## src/rtl/sdram_arb_pkg.sv

```systemverilog
// Shared constants, FSM encoding and index helper for the SDRAM port arbiter.
package sdram_arb_pkg;

   localparam int NPORT = 3;
   localparam int P_CPU = 0;
   localparam int P_DMA = 1;
   localparam int P_LDR = 2;

   localparam logic [2:0] PH_LAST = 3'd7;
   localparam logic [2:0] PH_CAP  = 3'd0;

   typedef enum logic [1:0] {
      IDLE     = 2'd0,
      ISSUE    = 2'd1,
      COMPLETE = 2'd2
   } arb_state_e;

   typedef logic [1:0] port_idx_t;

   function automatic port_idx_t idx_inc(port_idx_t i);
      return (i == port_idx_t'(P_LDR)) ? port_idx_t'(P_CPU) : i + 2'd1;
   endfunction

endpackage

```

## src/rtl/sdram_port_arbiter_if.sv

```systemverilog
// Requester handshake plus SDRAM CPU-port bus; slave = arbiter side, master = requesters/sdram.
interface sdram_port_arbiter_if #(
   parameter int AW = 23,
   parameter int DW = 8
);
   logic [2:0]      p_req;
   logic [2:0]      p_ack;
   logic [2:0]      p_we;
   logic [3*AW-1:0] p_addr;
   logic [5:0]      p_bank;
   logic [3*DW-1:0] p_din;
   logic [3*DW-1:0] p_dout;
   logic            sd_oe;
   logic            sd_we;
   logic [AW-1:0]   sd_addr;
   logic [1:0]      sd_bank;
   logic [DW-1:0]   sd_din;
   logic [DW-1:0]   sd_dout;

   modport slave (
      input  p_req, p_we, p_addr, p_bank, p_din, sd_dout,
      output p_ack, p_dout, sd_oe, sd_we, sd_addr, sd_bank, sd_din
   );

   modport master (
      output p_req, p_we, p_addr, p_bank, p_din, sd_dout,
      input  p_ack, p_dout, sd_oe, sd_we, sd_addr, sd_bank, sd_din
   );
endinterface

```

## src/rtl/sdram_arb_pick.sv

```systemverilog
// Winner selection over the pending vector: fixed P0>P1>P2, or round-robin
// from the rr pointer when SDRAM_ARB_RR_EN is defined.
module sdram_arb_pick
   import sdram_arb_pkg::*;
(
   input  logic [2:0] pend,
`ifdef SDRAM_ARB_RR_EN
   input  port_idx_t  rr,
`endif
   output logic       any,
   output port_idx_t  gnt
);

   assign any = |pend;

`ifdef SDRAM_ARB_RR_EN
   port_idx_t c1, c2;

   always_comb begin
      c1  = idx_inc(rr);
      c2  = idx_inc(c1);
      gnt = rr;
      if (pend[rr])      gnt = rr;
      else if (pend[c1]) gnt = c1;
      else if (pend[c2]) gnt = c2;
   end
`else
   always_comb begin
      gnt = port_idx_t'(P_CPU);
      if (pend[P_CPU])      gnt = port_idx_t'(P_CPU);
      else if (pend[P_DMA]) gnt = port_idx_t'(P_DMA);
      else if (pend[P_LDR]) gnt = port_idx_t'(P_LDR);
   end
`endif

endmodule

```

## src/rtl/sdram_port_arbiter.sv

```systemverilog
// Shares the SDRAM CPU port among three toggle-handshake requesters, one access per two slots.
// Define SDRAM_ARB_RR_EN for round-robin arbitration (default: fixed priority).
module sdram_port_arbiter
   import sdram_arb_pkg::*;
#(
   parameter int AW       = 23,
   parameter int DW       = 8,
   parameter int SLOT_LEN = 8
) (
   input  logic clk,
   input  logic reset,
   input  logic clkref,
   sdram_port_arbiter_if.slave bus
);

   localparam int PHW = $clog2(SLOT_LEN);

   logic [PHW-1:0] ph, ph_nxt;
   logic           old_ref;
   arb_state_e     state, state_nxt;
   logic           do_grant, do_done, any;
   logic [2:0]     pend, ack;
   port_idx_t      win, gnt;
   logic           oe_r, we_r;
   logic [AW-1:0]  addr_r;
   logic [1:0]     bank_r;
   logic [DW-1:0]  din_r;

   logic [AW-1:0]  addr_v [NPORT];
   logic [1:0]     bank_v [NPORT];
   logic [DW-1:0]  din_v  [NPORT];
   logic [DW-1:0]  dout_v [NPORT];

   for (genvar i = 0; i < NPORT; i++) begin : g_port
      assign addr_v[i] = bus.p_addr[i*AW +: AW];
      assign bank_v[i] = bus.p_bank[i*2 +: 2];
      assign din_v[i]  = bus.p_din[i*DW +: DW];
      assign bus.p_dout[i*DW +: DW] = dout_v[i];
   end

   assign pend = bus.p_req ^ ack;

   // Phase follows the controller: a rising clkref restarts the slot at ph 0.
   assign ph_nxt = (~old_ref & clkref) ? '0 : ph + 1'b1;

   always_ff @(posedge clk or posedge reset) begin
      if (reset) begin
         ph      <= '0;
         old_ref <= 1'b0;
      end else begin
         ph      <= ph_nxt;
         old_ref <= clkref;
      end
   end

`ifdef SDRAM_ARB_RR_EN
   port_idx_t rr;

   always_ff @(posedge clk or posedge reset) begin
      if (reset)         rr <= '0;
      else if (do_grant) rr <= idx_inc(win);
   end
`endif

   sdram_arb_pick u_pick (
      .pend (pend),
`ifdef SDRAM_ARB_RR_EN
      .rr   (rr),
`endif
      .any  (any),
      .gnt  (win)
   );

   always_ff @(posedge clk or posedge reset) begin
      if (reset) state <= IDLE;
      else       state <= state_nxt;
   end

   // ISSUE ends at the next slot start, which also covers an early clkref.
   always_comb begin
      state_nxt = state;
      case (state)
         IDLE:     if ((ph == PH_LAST) && any) state_nxt = ISSUE;
         ISSUE:    if (ph_nxt == PH_CAP)       state_nxt = COMPLETE;
         COMPLETE: state_nxt = IDLE;
         default:  state_nxt = IDLE;
      endcase
   end

   always_comb begin
      do_grant = 1'b0;
      do_done  = 1'b0;
      case (state)
         IDLE:     do_grant = (ph == PH_LAST) && any;
         COMPLETE: do_done  = 1'b1;
         default:  ;
      endcase
   end

   always_ff @(posedge clk or posedge reset) begin
      if (reset) begin
         oe_r   <= 1'b0;
         we_r   <= 1'b0;
         addr_r <= '0;
         bank_r <= '0;
         din_r  <= '0;
         gnt    <= '0;
         ack    <= '0;
         for (int i = 0; i < NPORT; i++) dout_v[i] <= '1;
      end else begin
         if (do_grant) begin
            gnt    <= win;
            addr_r <= addr_v[win];
            bank_r <= bank_v[win];
            din_r  <= din_v[win];
            oe_r   <= ~bus.p_we[win];
            we_r   <= bus.p_we[win];
         end
         if (do_done) begin
            oe_r     <= 1'b0;
            we_r     <= 1'b0;
            ack[gnt] <= ~ack[gnt];
            if (!we_r) dout_v[gnt] <= bus.sd_dout;
         end
      end
   end

   assign bus.p_ack   = ack;
   assign bus.sd_oe   = oe_r;
   assign bus.sd_we   = we_r;
   assign bus.sd_addr = addr_r;
   assign bus.sd_bank = bank_r;
   assign bus.sd_din  = din_r;

endmodule

```

## src/flat_wrapper.sv

```systemverilog
// flat-port wrapper written by rule: the top's interface ports become plain ports
module sdram_port_arbiter_flat import sdram_arb_pkg::*;
#(
   parameter int AW       = 23,
   parameter int DW       = 8,
   parameter int SLOT_LEN = 8
)
  (clk, reset, clkref, bus_p_req, bus_p_we, bus_p_addr, bus_p_bank, bus_p_din, bus_sd_dout, bus_p_ack, bus_p_dout, bus_sd_oe, bus_sd_we, bus_sd_addr, bus_sd_bank, bus_sd_din);
  sdram_port_arbiter_if #(.AW(AW), .DW(DW)) bus_i ();
  input  logic clk;
  input  logic reset;
  input  logic clkref;
  input wire logic [$bits(bus_i.p_req)-1:0] bus_p_req;
  input wire logic [$bits(bus_i.p_we)-1:0] bus_p_we;
  input wire logic [$bits(bus_i.p_addr)-1:0] bus_p_addr;
  input wire logic [$bits(bus_i.p_bank)-1:0] bus_p_bank;
  input wire logic [$bits(bus_i.p_din)-1:0] bus_p_din;
  input wire logic [$bits(bus_i.sd_dout)-1:0] bus_sd_dout;
  output wire logic [$bits(bus_i.p_ack)-1:0] bus_p_ack;
  output wire logic [$bits(bus_i.p_dout)-1:0] bus_p_dout;
  output wire logic [$bits(bus_i.sd_oe)-1:0] bus_sd_oe;
  output wire logic [$bits(bus_i.sd_we)-1:0] bus_sd_we;
  output wire logic [$bits(bus_i.sd_addr)-1:0] bus_sd_addr;
  output wire logic [$bits(bus_i.sd_bank)-1:0] bus_sd_bank;
  output wire logic [$bits(bus_i.sd_din)-1:0] bus_sd_din;
  assign bus_i.p_req = bus_p_req;
  assign bus_i.p_we = bus_p_we;
  assign bus_i.p_addr = bus_p_addr;
  assign bus_i.p_bank = bus_p_bank;
  assign bus_i.p_din = bus_p_din;
  assign bus_i.sd_dout = bus_sd_dout;
  assign bus_p_ack = bus_i.p_ack;
  assign bus_p_dout = bus_i.p_dout;
  assign bus_sd_oe = bus_i.sd_oe;
  assign bus_sd_we = bus_i.sd_we;
  assign bus_sd_addr = bus_i.sd_addr;
  assign bus_sd_bank = bus_i.sd_bank;
  assign bus_sd_din = bus_i.sd_din;
  sdram_port_arbiter #(.AW(AW), .DW(DW), .SLOT_LEN(SLOT_LEN)) u_core (.clk(clk), .reset(reset), .clkref(clkref), .bus(bus_i));
endmodule
```

## config.mk

```make
export PLATFORM = sky130hd
export DESIGN_NAME = sdram_port_arbiter_flat
export DESIGN_NICKNAME = d
export VERILOG_FILES = /design/src/rtl/sdram_arb_pkg.sv /design/src/rtl/sdram_port_arbiter_if.sv /design/src/rtl/sdram_arb_pick.sv /design/src/rtl/sdram_port_arbiter.sv /design/src/flat_wrapper.sv
export SDC_FILE = /design/constraint.sdc
export NUM_CORES = 1
export LEC_CHECK = 0
export BUFFER_PORTS_ARGS = -buffer_cell sky130_fd_sc_hd__buf_2
export CORE_AREA = 4 4 136 73
export DETAILED_ROUTE_END_ITERATION = 8
export DIE_AREA = 0 0 140 77
export HOLD_SLACK_MARGIN = 0.06
export PLACE_DENSITY = 0.78
export SYNTH_ARGS = -nofsm -noshare
export SYNTH_HDL_FRONTEND = slang
export SYNTH_SLANG_ARGS = --single-unit
```

## constraint.sdc

```tcl
create_clock -name clk -period 1.7 [get_ports clk]
set_input_delay 0.17 -clock clk [delete_from_list [all_inputs] [get_ports clk]]
set_output_delay 0.17 -clock clk [all_outputs]
set_load 0.03 [all_outputs]
```

After elaboration in Yosys (flattened, before gate mapping) --
Cells that the tools add are included.
Word-level totals: register bits 70, input bits 116, output and inout bits 62, word-level logic and storage cells 74
Operators by class: $add $sub $neg 1, order comparisons 6, eq/ne operators 5, mux-type cells 32, bitwise gates (word level) 8, reductions and logical operators 9
Operator list (number):
- $bmux W23 S2 | 1
- $mux W23 | 2
- $bwmux W24 | 1
- $mux W8 | 3
- $bmux W8 S2 | 1
- $demux W8 S2 | 1
- $mux W2 | 7
- $mux W1 | 9
- $ge A3 B3 Y1 const B | 2
- $lt A2 B3 Y1 const B | 2
- $not A2 Y3 | 2
- $bmux W1 S2 | 2
- $bmux W2 S2 | 1
- $ne A2 B1 Y1 const B | 2
- $not A1 Y1 | 4
- $pmux W2 S2 | 1
- $reduce_and A2 Y1 | 2
- $add A3 B1 Y3 const B | 1
- $bwmux W3 | 1
- $eq A3 B3 Y1 const B | 1
- $logic_and A1 B1 Y1 | 3
- $logic_not A3 Y1 | 1
- $lt A3 B1 Y1 const B | 1
- $mux W3 | 1
- 9 further kinds | 9

Longest topological paths before layout --
Gate-level depths: netlist of the first run.
depth in word-level cells 9, depth in mapped cells 8, gate-level depth less buffers 6

Hierarchy --
Synthesis of the first run repeated with hierarchy kept, for this count alone.
Second synthesis, totals: cell total of the unflattened synthesis 320, area total of the unflattened synthesis 3544.6 um^2
Modules (own cells, without submodules):
- sdram_port_arbiter | instances 1, cells an instance 317, area each 3524.6 um^2, sequential area each 1781.7 um^2
- sdram_arb_pick | instances 1, cells an instance 3, area each 20.0 um^2, sequential area each 0.0 um^2

Least setup slack after synthesis of the first run --
No wires, ideal clock.
kind register to register, from reg u_core.ph[0], to reg u_core.we_r (netlist: u_core.bus.sd_we), library setup time 0.120 ns, arrival time 1.714 ns, required time 1.580 ns, setup slack -0.133 ns, stages on the path, launching flop included 9, path buffers 2, period minus slack after synthesis 1.833 ns, path through dfrtp_1 ha_1 ha_1 nor3b_1 o31a_1 buf_4 buf_6 nor2_1 a31o_1
Between the ends: cells in the longest elaborated chain, start to end 4
Ends and longest elaborated chain:
- start, declared | line sdram_port_arbiter.sv:18 | logic [PHW-1:0] ph, ph_nxt;
- start signal, assigned | line sdram_port_arbiter.sv:51 | ph <= ph_nxt;
- $eq A3 B3 Y1 | line sdram_port_arbiter.sv:94 | IDLE: do_grant = (ph == PH_LAST) && any;
- $logic_and A1 B1 Y1 | line sdram_port_arbiter.sv:94
- $mux W1 | line sdram_port_arbiter.sv:93 | case (state)
- $reduce_bool A2 Y1 (no line)
- end signal, assigned | line sdram_port_arbiter.sv:117 | we_r <= bus.p_we[win];
- end, declared | line sdram_port_arbiter.sv:24 | logic oe_r, we_r;
No other way between the ends. A chain may end at the register's enable or synchronous reset.

Worst setup path after layout of the first run --
from reg u_core.ph[0], to reg u_core.state[0]
Between the ends: cells in the longest elaborated chain, start to end 5, elaborated cells on any way between the ends 8, classes of those cells add/sub (1); eq/ne (3); mux (1); reduce/logical (3)
Ends and longest elaborated chain:
- $add A3 B1 Y3 | line sdram_port_arbiter.sv:44 | assign ph_nxt = (~old_ref & clkref) ? '0 : ph + 1'b1;
- $mux W3 | line sdram_port_arbiter.sv:44
- net u_core.ph_nxt[2] | line sdram_port_arbiter.sv:18
- $logic_not A3 Y1 | line sdram_port_arbiter.sv:84 | ISSUE: if (ph_nxt == PH_CAP) state_nxt = COMPLETE;
- $ne A2 B1 Y1 (no line)
- $reduce_and A2 Y1 (no line)
- end signal, assigned | line sdram_port_arbiter.sv:76 | else state <= state_nxt;
- end, declared | line sdram_port_arbiter.sv:20 | arb_state_e state, state_nxt;
The timed path passes the listed nets, and every way through them passes these cells.

==> out/results.ini, run 1 <==
[floorplan]
die_y_um=77
die_area_um2=10800
core_area_um2=8590
fp.dieW_um=140
pin_count=178
start_util=0.418
rows=24

[route]
ant_nets=0
first_pass_iters=4
num_vias=3514
via_per_inst=5.22
drc=0
wire_per_inst_um=16.2
drt_wl_total_um=10900
drt_iter0_markers=186

[setup_path]
cpPeakStageDelay_ns=0.38
rr_worst_depth=5
cp-end-kind=register
worstSetupPathType=reg2reg
critPathMostFrequentCell=ha_1
arrival_ns=1.91
cp_max_fo=2
required_ns=1.91
slowest_stage=dfrtp_1
worstPathCellList=ha_1 -> ha_1 -> and2_1 -> or3_4 -> a31o_2
startpoint_type=register

[clocking]
clkLatencyLatePin_ns=0.33
cts_root_buf=clkbuf_16
cts-buffers-inserted=9
cts_buffer_depth=2
cts_tree=yes
h-tree-depth=3
clk_pin_slew_ns=0.06
clock_sinks=70

[pwr]
p_comb_frac=0.498
switchingPower_mw=4.25
seqPwrFrac=0.307
p_leak_nw=2.57
p_int_mw=5.42
powerDensity_nw_per_um2=1890
p_sw_frac=0.439
irDropWorstVdd_uv=782
power_frac_clock=0.195

[logic_synthesis]
synth.distinct_cells=37
syn_inst=369
synth_edf_count=0
syn-num-nets=487
async_flop_share=1.00
ys_warn_count=0
postSynthAreaPerCell_um2=9.73
synth_seq_cells=70
netlist_area_um2=3590
ys.flop_type=dfrtp_1
yosysSeqAreaShare=0.496

[sta]
fin_ws_ns=0.00922
rsz0062_at_grt=true
fin_setup_tns_ns=0
max_freq_ghz=0.591
fin_crit_sh=0.995
skew_ns=0.00617
slew_violations=0
min_period_ns=1.69
hold_viol_final=0
finalHoldWorstSlack_ns=0.0888
relSlewSlack=0.743
max_slew.worst_pin.slew_ns=0.386
setup_viol=0

[grt]
antenna_found_initial=0
grt_pass1_vias=3409
grt_pass1_wl_um=16800
grt_max_degree=71
overflow=0
groute.usage.overall=0.194

[place]
io_buffers=177
place_ws_ns=0.0229
dpl.hpwl_um=7780
gp_congestion=0.812

[layout]
layout.nets=669
drive_gt1_frac=0.504
area_growth_pct=42.7
diodes=0

[run_status]
status=complete, no violations

[job]
maxCapViolations=0

[worst_hold_path]
hp-class=in2reg
hold_path_depth=3

## cell usage after synthesis (2+ instances only)
cell      number  area (um^2)
dfrtp_1       46         1150
xnor2_1        2         17.5
buf_4          4         30.0
o21ai_0       34          170
a21o_1        33          248
a31oi_1       33          206
ha_1           2         25.0
xor2_1         4         35.0
nand2_1       36          135
mux2_2        24          270
clkbuf_1      11         41.3
nand3_1       35          175
nor3_1         3         15.0
nor4_4         2         42.5
nor3b_1        2         15.0
a21oi_1        3         15.0
dfstp_2       24          631
buf_2         11         55.1
nand2b_1       2         12.5
buf_1          2         7.51
and2_1         2         12.5
inv_1          4         15.0
nor2_1        36          135
## cells by family (layout without fill, tap and decap cells)
logic type / after synthesis / count (layout) / share of synthesized area
muxes: 24 / 24 / 0.0753
DFF: 70 / 70 / 0.496
adders and majority gates: 2 / 2 / 0.00697
xor gates and xnor gates: 8 / 8 / 0.0237
AOI/OAI and AO/OA: 109 / 109 / 0.193
and+or+nand+nor: 122 / 122 / 0.159
buffers and inverters: 34 / 221 / 0.0460
## registers in the layout (all words and copies together) (netlist names)
register            cells
u_core.old_ref          1
u_core.bus.sd_bank      2
u_core.bus.sd_din       8
u_core.bus.sd_oe        1
u_core.bus.sd_we        1
u_core.bus.p_ack        3
u_core.ph               3
u_core.bus.p_dout      24
u_core.gnt              2
u_core.bus.sd_addr     23
u_core.state            2
## power by group through the flow
| stage | Combinational (mW) | Clock [mW] | Sequential, mW |
|---|---|---|---|
| floorplan | 1.97 | 0 | 4.28 |
| global placement | 4.69 | 0 | 2.96 |
| detailed placement | 4.77 | 0 | 2.99 |
| CTS | 4.79 | 1.95 | 2.97 |
| global route | 5.15 | 2.02 | 3.05 |
| finish | 4.81 | 1.89 | 2.96 |
## final cells by class
class,count,area (um^2)
clock inverter,5,35.0
sequential,70,1780
multi-input combinational,265,1710
timing repair buffer,201,1150
clock buffer,11,275
fill,775,3460
inverter,4,18.8
tap,117,146
## placed cells by master, fill, tap and decap left out, drive strengths merged, types with 12 or more instances in the layout
master / n
a21o: 33
a31oi: 34
buf: 198
clkbuf: 12
dfrtp: 46
dfstp: 24
mux2: 24
nand2: 36
nand3: 35
nor2: 36
o21ai: 35
## routing by layer
| layer | track usage | up-vias | routed length, um |
|---|---|---|---|
| li1 | - | 1677 | - |
| met1 | 0.233 | 1709 | 4420 |
| met2 | 0.333 | 108 | 5710 |
| met3 | 0.0479 | 20 | 533 |
| met4 | 0.0851 | 0 | 229 |
| met5 | 0 | - | 0 |
## worst paths after layout
path,end,startpoint,slack (ns)
worst max-delay path,u_core.state[0],u_core.ph[0],0.009
worst min-delay path,u_core.bus.sd_addr[18],bus_p_addr[64],0.09
worst max register to register,u_core.state[0],u_core.ph[0],0.009
max in group asynchronous,u_core.bus.p_ack[0],reset,0.88
worst min register to register,u_core.bus.p_ack[2],u_core.bus.p_ack[2],0.52
min in group asynchronous,u_core.bus.sd_addr[10],reset,0.46
## worst max-delay path: cells and delay by family, from the launching register on
kind | cells | cell delay, ns
AO/OA/AOI/OAI | 1 | 0.25
flip-flops | 1 | 0.38
AND/OR/NAND/NOR | 2 | 0.50
adder cells (fa/ha/maj) | 2 | 0.46
## repair_timing
item                       CTS  global route
gates resized for setup      0             5
hold endpoints to repair    47             0
hold buffers                 2             0
setup endpoints to repair    0            49
setup buffers                0             1
## stage by stage
stage               cell area (um^2)  std cells   util  power, mW
floorplan                       3620        369      -       6.25
global placement                4730        653  0.551       7.65
detailed placement              4730        653  0.551       7.76
CTS                             5060        671  0.590       9.70
global route                    5120        673  0.597       10.2
finish                          5120        673  0.597       9.67
Power figures use the tool's default switching activity.
==> run 2: changes to the inputs <==
Settings changed: SETUP_SLACK_MARGIN set to 0.05.
==> run 2 against run 1 <==
Die area is the same. Clock power grew 2%. Cell count grew 1.5%. Worst setup slack lost 0.071 ns. Total power grew 3.6%. Via count grew 5.0%. Global-route usage grew 0.46 points. The flow now finishes with violations (setup timing). Utilization grew 2.9 points. First-iteration DRC count grew 88%. Critical path depth grew 2. Clock-buffer cell count shrank 2. Sequential share of layout area shrank 1.6 points. Critical endpoint is now u_core.bus.sd_addr[18].
==> out/results.ini, run 2 (same netlist as run 1, synthesis figures left out) <==
[worst_hold_path]
worstHoldEndpoint=u_core.bus.sd_bank[1]
min_from=bus_p_bank[5]
hold_path_depth=3  ; unchanged
hp-class=in2reg

[route]
wire_per_inst_um=17.3  ; +6.8%
ant_nets=0  ; unchanged
num_vias=3691  ; +5.0%
via_per_inst=5.40  ; +3.5%
drt_iter0_markers=349  ; +88%
drc=0  ; unchanged
drt_wl_total_um=11800  ; +8.4%
first_pass_iters=5  ; +1

[setup_path]
r2r_slack_ns=-0.06  ; -0.07 ns
critPathBufInv=1  ; +1
slowest_stage=dfrtp_1
rr_worst_depth=7  ; +2
rr_endpoint=u_core.bus.sd_addr[18]
worstSetupPathType=reg2reg
required_ns=1.94  ; +0.03 ns
cp_max_fo=20  ; +18
cp-end-kind=register
cpPeakStageDelay_ns=0.35  ; -0.03 ns
arrival_ns=2.01  ; +0.10 ns
worstSetupStartpoint=u_core.ph[0]
crit_family=compound AO/OA/AOI/OAI gates
startpoint_type=register
worstPathCellList=ha_2 -> ha_4 -> nor3b_4 -> o31a_4 -> buf_12 -> nor2_1 -> a31oi_1
reg2reg_from=u_core.ph[0]

[place]
dp.cells=656  ; +0.46%
io_buffers=177  ; unchanged
dpl.hpwl_um=8010  ; +2.9%
gp_congestion=0.797  ; -1.9%
place_ws_ns=-0.0364  ; -0.0593 ns

[floorplan]
rows=24  ; unchanged
die_area_um2=10800  ; unchanged
die_y_um=77  ; unchanged
fp.dieW_um=140  ; unchanged
pin_count=178  ; unchanged
core_area_um2=8590  ; unchanged
start_util=0.418  ; unchanged

[sta]
finalHoldWorstSlack_ns=0.0847  ; -0.00408 ns
slew_violations=0  ; unchanged
max_freq_ghz=0.567  ; -4.1%
hold_viol_final=0  ; unchanged
min_period_ns=1.76  ; +0.0714 ns
rsz0062_at_grt=true
max_slew.worst_pin.slew_ns=0.565  ; +0.178 ns
setup_viol=9  ; +9
relSlewSlack=0.623  ; -0.120
fin_crit_sh=1.04  ; +0.0420
skew_ns=0.00692  ; +0.000750 ns
fin_ws_ns=-0.0622  ; -0.0714 ns

[layout]
area_growth_pct=49.6
drive_gt1_frac=0.519  ; +0.0158
diodes=0  ; unchanged
layout.nets=679  ; +1.5%
nFillCells=690  ; -11%
finish.utilization=0.625  ; +0.0286
final_common_cell=buf_2
most-common-layout-cells=buf_2, dfrtp_1, nand2_1, nand3_1, nor2_1
largest_register_ffs=24  ; unchanged
fin_cells=683  ; +1.5%

[clocking]
cts_root_buf=clkbuf_16
clkLatencyLatePin_ns=0.33  ; about the same
cts-buffers-inserted=9  ; unchanged
cts_buffer_depth=2  ; unchanged
h-tree-depth=3  ; unchanged
clk_pin_slew_ns=0.06  ; about the same
clock_sinks=70  ; unchanged
cts_tree=yes

[grt]
grt_pass1_vias=3494  ; +2.5%
overflow=0  ; unchanged
grt_pass1_wl_um=17300  ; +2.7%
antenna_found_initial=0  ; unchanged
groute.usage.overall=0.199  ; +0.00457
grt_max_degree=38  ; -46%

[pwr]
p_leak_nw=2.66  ; +3.6%
irDropWorstVdd_uv=823  ; +5.3%
powerDensity_nw_per_um2=1860  ; -1.2%

[run_status]
violations=setup timing
status=finished, violations left

[job]
maxCapViolations=0  ; unchanged

-- run 2: final cells by class --
| cell class | count | area, um^2 | share of cell area |
|---|---|---|---|
| clock buffers | 9 | 225 | 0.0419 |
| clock inverters | 7 | 80.1 | 0.0149 |
| inverters | 4 | 18.8 | 0.00350 |
| multi-input cells | 265 | 1750 | 0.326 |
| flip-flops and latches | 70 | 1780 | 0.332 |
| well taps | 117 | 146 | 0.0273 |
| repair buffers | 211 | 1360 | 0.254 |
-- run 2: how the worst max path moves through the flow --
stage                              to  slack, ns  depth (start not counted)
3_5_place_dp     u_core.bus.sd_din[7]      -0.04                          7
5_1_grt        u_core.bus.sd_addr[18]      -0.11                          7
4_1_cts          u_core.bus.sd_din[6]       0.04                          7
3_3_place_gp    u_core.bus.sd_addr[8]       0.07                          7
2_1_floorplan   u_core.bus.sd_addr[8]       0.05                          6
6_report       u_core.bus.sd_addr[18]      -0.06                          7
-- run 2: routing by layer --
layer / track usage / part of all wire
met2: 0.332 / 0.51
met5: 0 / 0
met3: 0.0503 / 0.066
met4: 0.0986 / 0.036
met1: 0.239 / 0.39
-- run 2: tightest hold or removal path, stage by stage --
cell and delay [ns]:
buf_2 0.09, nand2_1 0.04, a31oi_1 0.07
-- run 2: power breakdown --
part | internal, mW | leakage (nW) | switching [mW]
combinational | 1.88 | 1.73 | 3.17
sequential | 2.53 | 0.777 | 0.506
clock | 1.16 | 0.151 | 0.772
-- run 2: repair_timing --
item | in CTS | in global routing
setup endpoints to repair | 35 | 61
gates cloned | 0 | 4
hold buffers | 2 | 0
gates resized for setup | 5 | 9
pin swaps | 3 | 1
endpoints found under the hold margin | 22 | 0
setup buffers | 1 | 4
-- run 2: stage by stage --
stage               setup TNS [ns]  instance area, um^2  power, mW
finish                      -0.160                 5370       10.0
global route                 -1.92                 5370       10.6
CTS                              0                 5200       9.82
detailed placement          -0.413                 4840       7.80
global placement                 0                 4840       7.70
floorplan                        0                 3620       6.24
==> run 3: changes to the inputs <==
==> constraint.sdc (replaced) <==
create_clock -name clk -period 1.7 [get_ports clk]
set_input_delay 0.34 -clock clk [delete_from_list [all_inputs] [get_ports clk]]
set_output_delay 0.34 -clock clk [all_outputs]
set_load 0.03 [all_outputs]
==> run 3 against run 2 <==
The run now ends clean. Routed wire length shrank 6.0%. Critical path depth is the same. Via count shrank 3.1%. Largest power group unchanged. Worst hold slack gained 0.043 ns. Utilization shrank 1.7 points. Maximum frequency grew 4.9%. Total power shrank 3.1%. Highest routed layer unchanged.
==> out/results.ini, run 3 (same netlist as run 1, synthesis figures left out) <==
[job]
maxCapViolations=0  ; unchanged

[setup_path]
slowest_stage=dfrtp_1
cp-end-kind=register
crit_family=compound AO/OA/AOI/OAI gates
cpPeakStageDelay_ns=0.36  ; about the same
worstPathCellList=ha_2 -> ha_4 -> nor3b_4 -> o31a_4 -> buf_12 -> nor2_1 -> a31oi_1
cp_max_fo=21  ; +5.0%
startpoint_type=register
required_ns=1.95  ; about the same
critPathBufInv=1  ; unchanged
worstSetupPathType=reg2reg
arrival_ns=1.92  ; -0.09 ns

[clocking]
cts_buffer_depth=2  ; unchanged
clk_pin_slew_ns=0.06  ; about the same
clkLatencyLatePin_ns=0.34  ; about the same
cts_root_buf=clkbuf_16
h-tree-depth=3  ; unchanged
cts-buffers-inserted=9  ; unchanged
cts_tree=yes
clock_sinks=70  ; unchanged

[grt]
grt_pass1_vias=3432  ; -1.8%
overflow=0  ; unchanged
antenna_found_initial=0  ; unchanged
grt_pass1_wl_um=17400  ; +0.84%
grt_max_degree=27  ; -29%
groute.usage.overall=0.202  ; +0.00307

[layout]
nFillCells=718  ; +4.1%
diodes=0  ; unchanged
finish.utilization=0.609  ; -0.0166
area_growth_pct=45.6
final_common_cell=buf_2
most-common-layout-cells=buf_2, dfrtp_1, nand2_1, nand3_1, nor2_1
layout.nets=679  ; unchanged
largest_register_ffs=24  ; unchanged
drive_gt1_frac=0.521  ; +0.00177

[floorplan]
fp.dieW_um=140  ; unchanged
rows=24  ; unchanged
start_util=0.418  ; unchanged
die_area_um2=10800  ; unchanged
pin_count=178  ; unchanged
core_area_um2=8590  ; unchanged
die_y_um=77  ; unchanged

[sta]
fin_ws_ns=0.0206  ; +0.0828 ns
min_period_ns=1.68  ; -0.0828 ns
setup_viol=0  ; -9
rsz0062_at_grt=true
max_slew.worst_pin.slew_ns=0.527  ; -0.0374 ns
relSlewSlack=0.648  ; +0.0250
fin_crit_sh=0.988  ; -0.0487
hold_viol_final=0  ; unchanged
skew_ns=0.00813  ; +0.00121 ns
max_freq_ghz=0.595  ; +4.9%
slew_violations=0  ; unchanged

[pwr]
powerDensity_nw_per_um2=1860  ; -0.47%
p_leak_nw=2.62  ; -1.6%
p_int_mw=5.35  ; -3.9%
power_frac_clock=0.183  ; -0.010
p_comb_frac=0.508  ; +0.004
switchingPower_mw=4.35  ; -2.1%
seqPwrFrac=0.309  ; +0.006
irDropWorstVdd_uv=822  ; about the same
p_sw_frac=0.448  ; +0.00443

[place]
place_ws_ns=0.00342  ; +0.0398 ns
gp_congestion=0.826  ; +3.7%
dpl.hpwl_um=8170  ; +2.1%
io_buffers=177  ; unchanged

[route]
drt_wl_total_um=11100  ; -6.0%
first_pass_iters=5  ; unchanged
drc=0  ; unchanged
ant_nets=0  ; unchanged
wire_per_inst_um=16.3  ; -6.0%
drt_iter0_markers=273  ; -22%
num_vias=3575  ; -3.1%
via_per_inst=5.23  ; -3.1%

[run_status]
status=complete, no violations

[worst_hold_path]
hp-class=in2reg

## run 3: power by group through the flow
stage / clock network [mW] / registers [mW] / logic, mW
5_1_grt: 1.89 / 3.09 / 5.31
6_report: 1.78 / 2.99 / 4.93
3_5_place_dp: 0 / 3.00 / 4.83
2_1_floorplan: 0 / 4.28 / 1.96
3_3_place_gp: 0 / 2.97 / 4.72
4_1_cts: 1.81 / 3.00 / 4.90
## run 3: final cells by class
type / count / area [um^2] / area share
multi-input cells: 265 / 1750 / 0.335
clock buffers: 9 / 225 / 0.0431
flip-flops and latches: 70 / 1780 / 0.341
clock inverters: 7 / 55.1 / 0.0105
well taps: 117 / 146 / 0.0280
inverters: 4 / 18.8 / 0.00359
repair buffers: 211 / 1240 / 0.238
## run 3: final timing paths
check,startpoint,endpoint,slack [ns],cells past startpoint
setup / recovery,u_core.ph[0],u_core.bus.sd_addr[9],0.02,7
hold / removal,clkref,u_core.old_ref,0.13,1
setup reg to reg,u_core.ph[0],u_core.bus.sd_addr[9],0.02,7
hold reg to reg,u_core.bus.sd_addr[15],u_core.bus.sd_addr[15],0.54,2
max in group asynchronous,reset,u_core.bus.p_dout[8],0.54,4
min in group asynchronous,reset,u_core.ph[0],0.60,3
## run 3: stage by stage
step	total power, mW	setup TNS (ns)	cells	hold WS (ns)	cell area, um^2
2_1_floorplan	6.24	0	369	0.371	3620
3_3_place_gp	7.70	0	661	0.409	4820
3_5_place_dp	7.83	0	661	0.415	4820
4_1_cts	9.71	0	679	0.116	5170
5_1_grt	10.3	-1.63	683	0.118	5230
6_report	9.70	0	683	0.127	5230
## run 3: layer usage
layer,part of all wire,up-vias,global-route usage
li1,-,1701,-
met1,0.41,1731,0.243
met2,0.53,125,0.354
met3,0.049,18,0.0497
met4,0.018,0,0.0696
met5,0,-,0
## run 3: timing repair
| action | in CTS | in global routing |
|---|---|---|
| pin swaps | 3 | 0 |
| endpoints found under the hold margin | 1 | 0 |
| hold buffers | 1 | 0 |
| setup endpoints to repair | 36 | 37 |
| buffers inserted | 1 | 3 |
| cloned | 0 | 1 |
| gates resized for setup | 10 | 2 |
